==> src/rtl/mem_seq_pkg.sv <==
// Shared state encoding and default widths for the memory access sequencer.
package mem_seq_pkg;

  localparam int DEFAULT_DATAWIDTH_BUS  = 32;
  localparam int DEFAULT_DATAWIDTH_ADDR = 32;
  localparam int DEFAULT_TIMEOUT_CYCLES = 255;
  localparam int DEFAULT_TIMEOUT_WIDTH  = 8;

  typedef enum logic [2:0] {
    S_IDLE = 3'd0,
    S_REQ  = 3'd1,
    S_DONE = 3'd2,
    S_GAP  = 3'd3,
    S_ERR  = 3'd4
  } state_e;

  function automatic logic is_busy(input state_e s);
    return (s == S_REQ) || (s == S_DONE) || (s == S_GAP);
  endfunction

endpackage

==> src/rtl/mem_access_sequencer_if.sv <==
// MIR/datapath/main-memory signal bundle; master = sequencer, slave = surrounding system.
interface mem_access_sequencer_if #(
  parameter int DATAWIDTH_BUS  = 32,
  parameter int DATAWIDTH_ADDR = 32
);
  logic                      Mem_Access_Sequencer_RD;
  logic                      Mem_Access_Sequencer_WR;
  logic [DATAWIDTH_ADDR-1:0] Mem_Access_Sequencer_ADDR_InBUS;
  logic [DATAWIDTH_BUS-1:0]  Mem_Access_Sequencer_WDATA_InBUS;
  logic                      Mem_Access_Sequencer_Mem_ACK;
  logic [DATAWIDTH_BUS-1:0]  Mem_Access_Sequencer_Mem_RDATA;
  logic                      Mem_Access_Sequencer_Mem_REQ;
  logic                      Mem_Access_Sequencer_Mem_WE;
  logic [DATAWIDTH_ADDR-1:0] Mem_Access_Sequencer_Mem_ADDR;
  logic [DATAWIDTH_BUS-1:0]  Mem_Access_Sequencer_Mem_WDATA;
  logic [DATAWIDTH_BUS-1:0]  Mem_Access_Sequencer_RDATA_OutBUS;
  logic                      Mem_Access_Sequencer_ACK;
  logic                      Mem_Access_Sequencer_Busy;
  logic                      Mem_Access_Sequencer_Error;

  modport master (
    input  Mem_Access_Sequencer_RD, Mem_Access_Sequencer_WR,
           Mem_Access_Sequencer_ADDR_InBUS, Mem_Access_Sequencer_WDATA_InBUS,
           Mem_Access_Sequencer_Mem_ACK, Mem_Access_Sequencer_Mem_RDATA,
    output Mem_Access_Sequencer_Mem_REQ, Mem_Access_Sequencer_Mem_WE,
           Mem_Access_Sequencer_Mem_ADDR, Mem_Access_Sequencer_Mem_WDATA,
           Mem_Access_Sequencer_RDATA_OutBUS, Mem_Access_Sequencer_ACK,
           Mem_Access_Sequencer_Busy, Mem_Access_Sequencer_Error
  );

  modport slave (
    output Mem_Access_Sequencer_RD, Mem_Access_Sequencer_WR,
           Mem_Access_Sequencer_ADDR_InBUS, Mem_Access_Sequencer_WDATA_InBUS,
           Mem_Access_Sequencer_Mem_ACK, Mem_Access_Sequencer_Mem_RDATA,
    input  Mem_Access_Sequencer_Mem_REQ, Mem_Access_Sequencer_Mem_WE,
           Mem_Access_Sequencer_Mem_ADDR, Mem_Access_Sequencer_Mem_WDATA,
           Mem_Access_Sequencer_RDATA_OutBUS, Mem_Access_Sequencer_ACK,
           Mem_Access_Sequencer_Busy, Mem_Access_Sequencer_Error
  );
endinterface

==> src/rtl/mem_seq_timeout_counter.sv <==
// REQ-phase watchdog counter; only compiled when MEM_SEQ_TIMEOUT_EN is defined.
`ifdef MEM_SEQ_TIMEOUT_EN
module mem_seq_timeout_counter #(
  parameter int LIMIT = 255,
  parameter int WIDTH = 8
) (
  input  logic clk,
  input  logic rst_n,
  input  logic i_clear,
  input  logic i_enable,
  output logic o_expired
);
  logic [WIDTH-1:0] r_count;

  always_ff @(posedge clk or negedge rst_n) begin
    if (!rst_n) begin
      r_count <= '0;
    end else if (i_clear) begin
      r_count <= '0;
    end else if (i_enable && !o_expired) begin
      r_count <= r_count + 1'b1;
    end
  end

  // Fires on the LIMIT-th consecutive enabled cycle.
  assign o_expired = i_enable && (r_count == WIDTH'(LIMIT - 1));
endmodule
`endif

==> src/rtl/mem_access_sequencer.sv <==
// One main-memory transaction per microinstruction: REQ/ACK handshake, read capture, done pulse.
// Optional REQ watchdog enabled by defining MEM_SEQ_TIMEOUT_EN.
module mem_access_sequencer
  import mem_seq_pkg::*;
#(
  parameter int DATAWIDTH_BUS  = DEFAULT_DATAWIDTH_BUS,
  parameter int DATAWIDTH_ADDR = DEFAULT_DATAWIDTH_ADDR,
  parameter int TIMEOUT_CYCLES = DEFAULT_TIMEOUT_CYCLES,
  parameter int TIMEOUT_WIDTH  = DEFAULT_TIMEOUT_WIDTH
) (
  input  logic                  Mem_Access_Sequencer_CLOCK_50,
  input  logic                  Mem_Access_Sequencer_RESET_InLow,
  input  logic                  Mem_Access_Sequencer_clear_InLow,
  mem_access_sequencer_if.master bus
);
  state_e                    r_state, w_state_next;
  logic [DATAWIDTH_ADDR-1:0] r_addr;
  logic [DATAWIDTH_BUS-1:0]  r_wdata, r_rdata;
  logic                      r_we, r_req, r_ack, r_busy, r_err;
  logic                      w_rd, w_wr, w_mem_ack, w_latch, w_capture, w_timeout;

  assign w_rd      = bus.Mem_Access_Sequencer_RD;
  assign w_wr      = bus.Mem_Access_Sequencer_WR;
  assign w_mem_ack = bus.Mem_Access_Sequencer_Mem_ACK;

`ifdef MEM_SEQ_TIMEOUT_EN
  mem_seq_timeout_counter #(
    .LIMIT (TIMEOUT_CYCLES),
    .WIDTH (TIMEOUT_WIDTH)
  ) u_timeout (
    .clk       (Mem_Access_Sequencer_CLOCK_50),
    .rst_n     (Mem_Access_Sequencer_RESET_InLow),
    .i_clear   (r_state != S_REQ),
    .i_enable  (r_state == S_REQ),
    .o_expired (w_timeout)
  );
`else
  logic [TIMEOUT_WIDTH-1:0] w_unused_timeout;
  assign w_unused_timeout = TIMEOUT_WIDTH'(TIMEOUT_CYCLES);
  assign w_timeout        = 1'b0;
`endif

  always_comb begin
    w_state_next = r_state;
    w_latch      = 1'b0;
    w_capture    = 1'b0;
    case (r_state)
      S_IDLE: begin
        if (w_rd && w_wr) begin
          w_state_next = S_ERR;
        end else if (w_rd ^ w_wr) begin
          w_state_next = S_REQ;
          w_latch      = 1'b1;
        end
      end
      // Memory ACK takes priority over a simultaneous timeout.
      S_REQ: begin
        if (w_mem_ack) begin
          w_state_next = S_DONE;
          w_capture    = !r_we;
        end else if (w_timeout) begin
          w_state_next = S_ERR;
        end
      end
      S_DONE:  w_state_next = S_GAP;
      S_GAP:   w_state_next = S_IDLE;
      S_ERR:   if (!Mem_Access_Sequencer_clear_InLow) w_state_next = S_IDLE;
      default: w_state_next = S_IDLE;
    endcase
  end

  always_ff @(posedge Mem_Access_Sequencer_CLOCK_50 or negedge Mem_Access_Sequencer_RESET_InLow) begin
    if (!Mem_Access_Sequencer_RESET_InLow) begin
      r_state <= S_IDLE;
      r_addr  <= '0;
      r_wdata <= '0;
      r_rdata <= '0;
      r_we    <= 1'b0;
      r_req   <= 1'b0;
      r_ack   <= 1'b0;
      r_busy  <= 1'b0;
      r_err   <= 1'b0;
    end else begin
      r_state <= w_state_next;
      if (w_latch) begin
        r_addr  <= bus.Mem_Access_Sequencer_ADDR_InBUS;
        r_wdata <= bus.Mem_Access_Sequencer_WDATA_InBUS;
        r_we    <= w_wr;
      end
      if (w_capture) r_rdata <= bus.Mem_Access_Sequencer_Mem_RDATA;
      r_req  <= (w_state_next == S_REQ);
      r_ack  <= (w_state_next == S_DONE);
      r_busy <= is_busy(w_state_next);
      r_err  <= (w_state_next == S_ERR);
    end
  end

  assign bus.Mem_Access_Sequencer_Mem_REQ     = r_req;
  assign bus.Mem_Access_Sequencer_Mem_WE      = r_we;
  assign bus.Mem_Access_Sequencer_Mem_ADDR    = r_addr;
  assign bus.Mem_Access_Sequencer_Mem_WDATA   = r_wdata;
  assign bus.Mem_Access_Sequencer_RDATA_OutBUS = r_rdata;
  assign bus.Mem_Access_Sequencer_ACK         = r_ack;
  assign bus.Mem_Access_Sequencer_Busy        = r_busy;
  assign bus.Mem_Access_Sequencer_Error       = r_err;
endmodule
==> src/flat_wrapper.sv <==
// flat-port wrapper written by rule: the top's interface ports become plain ports
module mem_access_sequencer_flat import mem_seq_pkg::*;
#(
  parameter int DATAWIDTH_BUS  = DEFAULT_DATAWIDTH_BUS,
  parameter int DATAWIDTH_ADDR = DEFAULT_DATAWIDTH_ADDR,
  parameter int TIMEOUT_CYCLES = DEFAULT_TIMEOUT_CYCLES,
  parameter int TIMEOUT_WIDTH  = DEFAULT_TIMEOUT_WIDTH
)
  (Mem_Access_Sequencer_CLOCK_50, Mem_Access_Sequencer_RESET_InLow, Mem_Access_Sequencer_clear_InLow, bus_Mem_Access_Sequencer_RD, bus_Mem_Access_Sequencer_WR, bus_Mem_Access_Sequencer_ADDR_InBUS, bus_Mem_Access_Sequencer_WDATA_InBUS, bus_Mem_Access_Sequencer_Mem_ACK, bus_Mem_Access_Sequencer_Mem_RDATA, bus_Mem_Access_Sequencer_Mem_REQ, bus_Mem_Access_Sequencer_Mem_WE, bus_Mem_Access_Sequencer_Mem_ADDR, bus_Mem_Access_Sequencer_Mem_WDATA, bus_Mem_Access_Sequencer_RDATA_OutBUS, bus_Mem_Access_Sequencer_ACK, bus_Mem_Access_Sequencer_Busy, bus_Mem_Access_Sequencer_Error);
  mem_access_sequencer_if #(.DATAWIDTH_BUS(DATAWIDTH_BUS), .DATAWIDTH_ADDR(DATAWIDTH_ADDR)) bus_i ();
  input  logic Mem_Access_Sequencer_CLOCK_50;
  input  logic Mem_Access_Sequencer_RESET_InLow;
  input  logic Mem_Access_Sequencer_clear_InLow;
  input wire logic [$bits(bus_i.Mem_Access_Sequencer_RD)-1:0] bus_Mem_Access_Sequencer_RD;
  input wire logic [$bits(bus_i.Mem_Access_Sequencer_WR)-1:0] bus_Mem_Access_Sequencer_WR;
  input wire logic [$bits(bus_i.Mem_Access_Sequencer_ADDR_InBUS)-1:0] bus_Mem_Access_Sequencer_ADDR_InBUS;
  input wire logic [$bits(bus_i.Mem_Access_Sequencer_WDATA_InBUS)-1:0] bus_Mem_Access_Sequencer_WDATA_InBUS;
  input wire logic [$bits(bus_i.Mem_Access_Sequencer_Mem_ACK)-1:0] bus_Mem_Access_Sequencer_Mem_ACK;
  input wire logic [$bits(bus_i.Mem_Access_Sequencer_Mem_RDATA)-1:0] bus_Mem_Access_Sequencer_Mem_RDATA;
  output wire logic [$bits(bus_i.Mem_Access_Sequencer_Mem_REQ)-1:0] bus_Mem_Access_Sequencer_Mem_REQ;
  output wire logic [$bits(bus_i.Mem_Access_Sequencer_Mem_WE)-1:0] bus_Mem_Access_Sequencer_Mem_WE;
  output wire logic [$bits(bus_i.Mem_Access_Sequencer_Mem_ADDR)-1:0] bus_Mem_Access_Sequencer_Mem_ADDR;
  output wire logic [$bits(bus_i.Mem_Access_Sequencer_Mem_WDATA)-1:0] bus_Mem_Access_Sequencer_Mem_WDATA;
  output wire logic [$bits(bus_i.Mem_Access_Sequencer_RDATA_OutBUS)-1:0] bus_Mem_Access_Sequencer_RDATA_OutBUS;
  output wire logic [$bits(bus_i.Mem_Access_Sequencer_ACK)-1:0] bus_Mem_Access_Sequencer_ACK;
  output wire logic [$bits(bus_i.Mem_Access_Sequencer_Busy)-1:0] bus_Mem_Access_Sequencer_Busy;
  output wire logic [$bits(bus_i.Mem_Access_Sequencer_Error)-1:0] bus_Mem_Access_Sequencer_Error;
  assign bus_i.Mem_Access_Sequencer_RD = bus_Mem_Access_Sequencer_RD;
  assign bus_i.Mem_Access_Sequencer_WR = bus_Mem_Access_Sequencer_WR;
  assign bus_i.Mem_Access_Sequencer_ADDR_InBUS = bus_Mem_Access_Sequencer_ADDR_InBUS;
  assign bus_i.Mem_Access_Sequencer_WDATA_InBUS = bus_Mem_Access_Sequencer_WDATA_InBUS;
  assign bus_i.Mem_Access_Sequencer_Mem_ACK = bus_Mem_Access_Sequencer_Mem_ACK;
  assign bus_i.Mem_Access_Sequencer_Mem_RDATA = bus_Mem_Access_Sequencer_Mem_RDATA;
  assign bus_Mem_Access_Sequencer_Mem_REQ = bus_i.Mem_Access_Sequencer_Mem_REQ;
  assign bus_Mem_Access_Sequencer_Mem_WE = bus_i.Mem_Access_Sequencer_Mem_WE;
  assign bus_Mem_Access_Sequencer_Mem_ADDR = bus_i.Mem_Access_Sequencer_Mem_ADDR;
  assign bus_Mem_Access_Sequencer_Mem_WDATA = bus_i.Mem_Access_Sequencer_Mem_WDATA;
  assign bus_Mem_Access_Sequencer_RDATA_OutBUS = bus_i.Mem_Access_Sequencer_RDATA_OutBUS;
  assign bus_Mem_Access_Sequencer_ACK = bus_i.Mem_Access_Sequencer_ACK;
  assign bus_Mem_Access_Sequencer_Busy = bus_i.Mem_Access_Sequencer_Busy;
  assign bus_Mem_Access_Sequencer_Error = bus_i.Mem_Access_Sequencer_Error;
  mem_access_sequencer #(.DATAWIDTH_BUS(DATAWIDTH_BUS), .DATAWIDTH_ADDR(DATAWIDTH_ADDR), .TIMEOUT_CYCLES(TIMEOUT_CYCLES), .TIMEOUT_WIDTH(TIMEOUT_WIDTH)) u_core (.Mem_Access_Sequencer_CLOCK_50(Mem_Access_Sequencer_CLOCK_50), .Mem_Access_Sequencer_RESET_InLow(Mem_Access_Sequencer_RESET_InLow), .Mem_Access_Sequencer_clear_InLow(Mem_Access_Sequencer_clear_InLow), .bus(bus_i));
endmodule
==> config.mk <==
export PLATFORM = sky130hd
export DESIGN_NAME = mem_access_sequencer_flat
export DESIGN_NICKNAME = d
export VERILOG_FILES = /design/src/rtl/mem_seq_pkg.sv /design/src/rtl/mem_access_sequencer_if.sv /design/src/rtl/mem_seq_timeout_counter.sv /design/src/rtl/mem_access_sequencer.sv /design/src/flat_wrapper.sv
export SDC_FILE = /design/constraint.sdc
export NUM_CORES = 1
export LEC_CHECK = 0
export CAP_MARGIN = 20
export CELL_PAD_IN_SITES_DETAIL_PLACEMENT = 1
export CELL_PAD_IN_SITES_GLOBAL_PLACEMENT = 1
export CORE_MARGIN = 2
export CORE_UTILIZATION = 35
export DETAILED_ROUTE_END_ITERATION = 10
export GPL_TIMING_DRIVEN = 1
export PLACE_DENSITY = 0.83
export SYNTH_ARGS = -nofsm -noshare
export SYNTH_HDL_FRONTEND = slang
export SYNTH_HIERARCHICAL = 1
export SYNTH_SLANG_ARGS = --single-unit
==> constraint.sdc <==
create_clock -name Mem_Access_Sequencer_CLOCK_50 -period 3.85 [get_ports Mem_Access_Sequencer_CLOCK_50]
set_input_delay 0.385 -clock Mem_Access_Sequencer_CLOCK_50 [delete_from_list [all_inputs] [get_ports Mem_Access_Sequencer_CLOCK_50]]
set_output_delay 0.385 -clock Mem_Access_Sequencer_CLOCK_50 [all_outputs]
set_load 0.03 [all_outputs]
==> qor.csv <==
stage,metric,value,unit
status,run_status,finished with violations,
status,violations,DRC,
power_and_ir_drop,p_switching,0.00247,W
timing,fin_crit,1930,ps
clock_tree,cts.htree.levels,3,
timing,fin_crit_sh,0.501,
power_and_ir_drop,p_clk_frac,0.160,
worst_setup_path,critPathArrivalTime,2170,ps
job,maxCapViolCount,0,
timing,hold_viol,0,
power_and_ir_drop,power_density,978,nW/µm²
worst_hold_path,hp-class,flip-flop to flip-flop,
floorplanning,io_pins,203,
worst_setup_path,worstSetupPathType,primary input to flip-flop,
layout,final_core_utilization,0.575,
power_and_ir_drop,p_leak,2.82,nW
clock_tree,cts_tree,yes,
place,gp_congestion,0.735,
layout,drive_above_1_share,0.268,
yosys,synthCells,231,
global_routing,grt_start_max_net_pins,53,
power_and_ir_drop,ir_drop,419,µV
yosys,post-synth-top-area-fraction,0.625,
yosys,synth_edf_count,0,
route,wirelength,10900,µm
clock_tree,path_clk_slew,70,ps
yosys,synth_ff_type,dfrtp_1,
floorplanning,initial_core_util,0.362,
timing,fin_skew,4.69,ps
route,viasPerCell,4.63,
floorplanning,dieHeight,113,µm
floorplanning,fp.dieArea,12800,µm²
worst_setup_path,worstSetupStartpointType,primary input,
global_routing,grt_usage,0.176,
timing,rsz0062_at_grt,no,
worst_setup_path,required,4090,ps
global_routing,antenna_found_initial,0,
timing,slew_violations,0,
layout,antennaDiodeCount,0,
clock_tree,cts_max_path_buffers,2,
yosys,synth.ff_latch_count,104,
timing,slew_headroom,0.657,
floorplanning,num_rows,39,
yosys,yosys.cell_count.top_type,dfrtp_1,
clock_tree,cts_sinks,104,
clock_tree,cts-root-buf,clkbuf_16,
yosys,ys_async_sr_fraction,1.00,
layout,nets,542,
power_and_ir_drop,internal_power,0.00400,W
yosys,avgSynthCellArea,18.0,µm²
timing,max_freq,518,MHz
global_routing,grt_pass1_vias,3105,
yosys,synth_top_cell_by_area,dfrtp_1,
timing,setup_violations,0,
timing,setup-tns-final,0,ps
floorplanning,coreArea,11500,µm²
power_and_ir_drop,combPwrFrac,0.534,
timing,worst_pin_slew,515,ps
clock_tree,numCtsBuffers,9,
route,first_iter_violations,92,
layout,synthToLayoutAreaGrowth,59.0,%
clock_tree,clk-insertion-delay-late,350,ps
yosys,ys_warn_count,6,
place,hpwlAfterDp,8060,µm
route,ant_nets,0,
yosys,syn_nets,334,
place,dp_slack,1560,ps
timing,finalWorstSetupSlack,1920,ps
route,drc,15,
yosys,ys_types,22,
worst_setup_path,cp_max_fo,52,
power_and_ir_drop,sequentialPowerShare,0.306,
global_routing,grt_pass1_wl,17200,µm
yosys,synth-seq-area-share,0.625,
worst_setup_path,crit_path_end_kind,flip-flop,
power_and_ir_drop,p_sw_frac,0.382,
yosys,ys_top_cells_by_count,"104 x dfrtp_1, 50 x mux2_4, 45 x mux2_2, 5 x buf_12, 4 x buf_2",
global_routing,grt_overflow,0,
yosys,ys_top_cells_by_area,"dfrtp_1 62%, mux2_4 18%, mux2_2 12%",
yosys,netlist_area,4170,µm²
route,dr.pass1.iters,7,
route,vias,2718,
place,io_buffers,202,
floorplanning,die_w,113,µm
route,avgRoutedWirePerCell,18.5,µm
==> per-layer routing <==
layer	vias up	GRT usage	share of wire
li1	1218	-	-
met1	1348	0.207	0.39
met2	131	0.287	0.50
met3	21	0.0702	0.091
met4	0	0.0748	0.026
met5	-	0	0
==> worst max-delay path, stage by stage <==
cell             delay, ps
clkdlybuf4s50_1        430
ha_1                   320
nor3b_4                250
buf_12                 350
mux2_2                 380
==> cells in the final DEF (no fill, tap or decap), types with 2 or more instances in the layout <==
| master | n |
|---|---|
| clkdlybuf4s50_1 | 201 |
| dfrtp_1 | 104 |
| mux2_4 | 50 |
| mux2_2 | 45 |
| clkbuf_16 | 9 |
| buf_4 | 5 |
| bufinv_16 | 3 |
| nor2_1 | 3 |
| nor3_1 | 3 |
| clkinv_2 | 2 |
| mux2i_1 | 2 |
| mux2_1 | 2 |
==> area by class of cell <==
type / instances / area [µm²]
Tap cell: 143 / 179
Multi-Input combinational cell: 115 / 1420
Inverter: 1 / 3.75
Timing Repair Buffer: 208 / 2080
Clock buffer: 10 / 229
Sequential cell: 104 / 2600
Fill cell: 1111 / 4890
Clock inverter: 6 / 108
==> path summary, 6_finish.rpt <==
check,startpoint,endpoint,slack [ps],cells past startpoint
worst max register to register,u_core/r_state[1],u_core/bus.Mem_Access_Sequencer_Mem_ADDR[13],1930,4
max in group asynchronous,Mem_Access_Sequencer_RESET_InLow,u_core/bus.Mem_Access_Sequencer_RDATA_OutBUS[11],2460,3
min in group asynchronous,Mem_Access_Sequencer_RESET_InLow,u_core/bus.Mem_Access_Sequencer_Mem_WDATA[30],510,2
worst max-delay path,bus_Mem_Access_Sequencer_WR,u_core/bus.Mem_Access_Sequencer_Mem_ADDR[13],1920,5
worst min register to register,u_core/bus.Mem_Access_Sequencer_RDATA_OutBUS[5],u_core/bus.Mem_Access_Sequencer_RDATA_OutBUS[5],500,1
worst min-delay path,u_core/bus.Mem_Access_Sequencer_RDATA_OutBUS[5],u_core/bus.Mem_Access_Sequencer_RDATA_OutBUS[5],500,1
==> power by group through the flow <==
stage	logic (W)	registers (W)	clock network [W]
3_3_place_gp	0.00342	0.00197	0
5_1_grt	0.00361	0.00206	0.00111
6_report	0.00346	0.00198	0.00103
2_1_floorplan	0.00108	0.00302	0
4_1_cts	0.00350	0.00200	0.00107
3_5_place_dp	0.00349	0.00200	0
==> sequential cells by signal (all words and copies together), names as in the netlist <==
signal / count
u_core/bus.Mem_Access_Sequencer_Mem_WDATA: 32
u_core/bus.Mem_Access_Sequencer_Mem_WE: 1
u_core/bus.Mem_Access_Sequencer_Mem_ADDR: 32
u_core/r_state: 3
u_core/bus.Mem_Access_Sequencer_ACK: 1
u_core/bus.Mem_Access_Sequencer_RDATA_OutBUS: 32
u_core/bus.Mem_Access_Sequencer_Busy: 1
u_core/bus.Mem_Access_Sequencer_Error: 1
u_core/bus.Mem_Access_Sequencer_Mem_REQ: 1
==> logic make-up after synthesis <==
family,after synthesis,share of synthesized area
buffers and inverters,12,0.0342
DFF,104,0.625
AOI/OAI and AO/OA,3,0.00511
and+or+nand+nor,12,0.0207
muxes,99,0.312
adders and majority gates,1,0.00300
==> repair_timing <==
| action | in CTS | in global routing |
|---|---|---|
| hold endpoints to repair | 30 | 0 |
| hold buffers | 1 | 0 |
| gates resized for setup | 0 | 0 |
| buffers inserted | 0 | 0 |
==> through the flow <==
stage               cells  total power (W)  hold WS [ps]  area, µm²
global route          587          0.00678           522       6620
CTS                   587          0.00656           511       6620
global placement      570          0.00538           339       6270
detailed placement    570          0.00549           352       6270
finish                587          0.00648           504       6620
floorplan             231          0.00409          89.4       4170
Note: power is estimated with default switching activity, not from simulation.
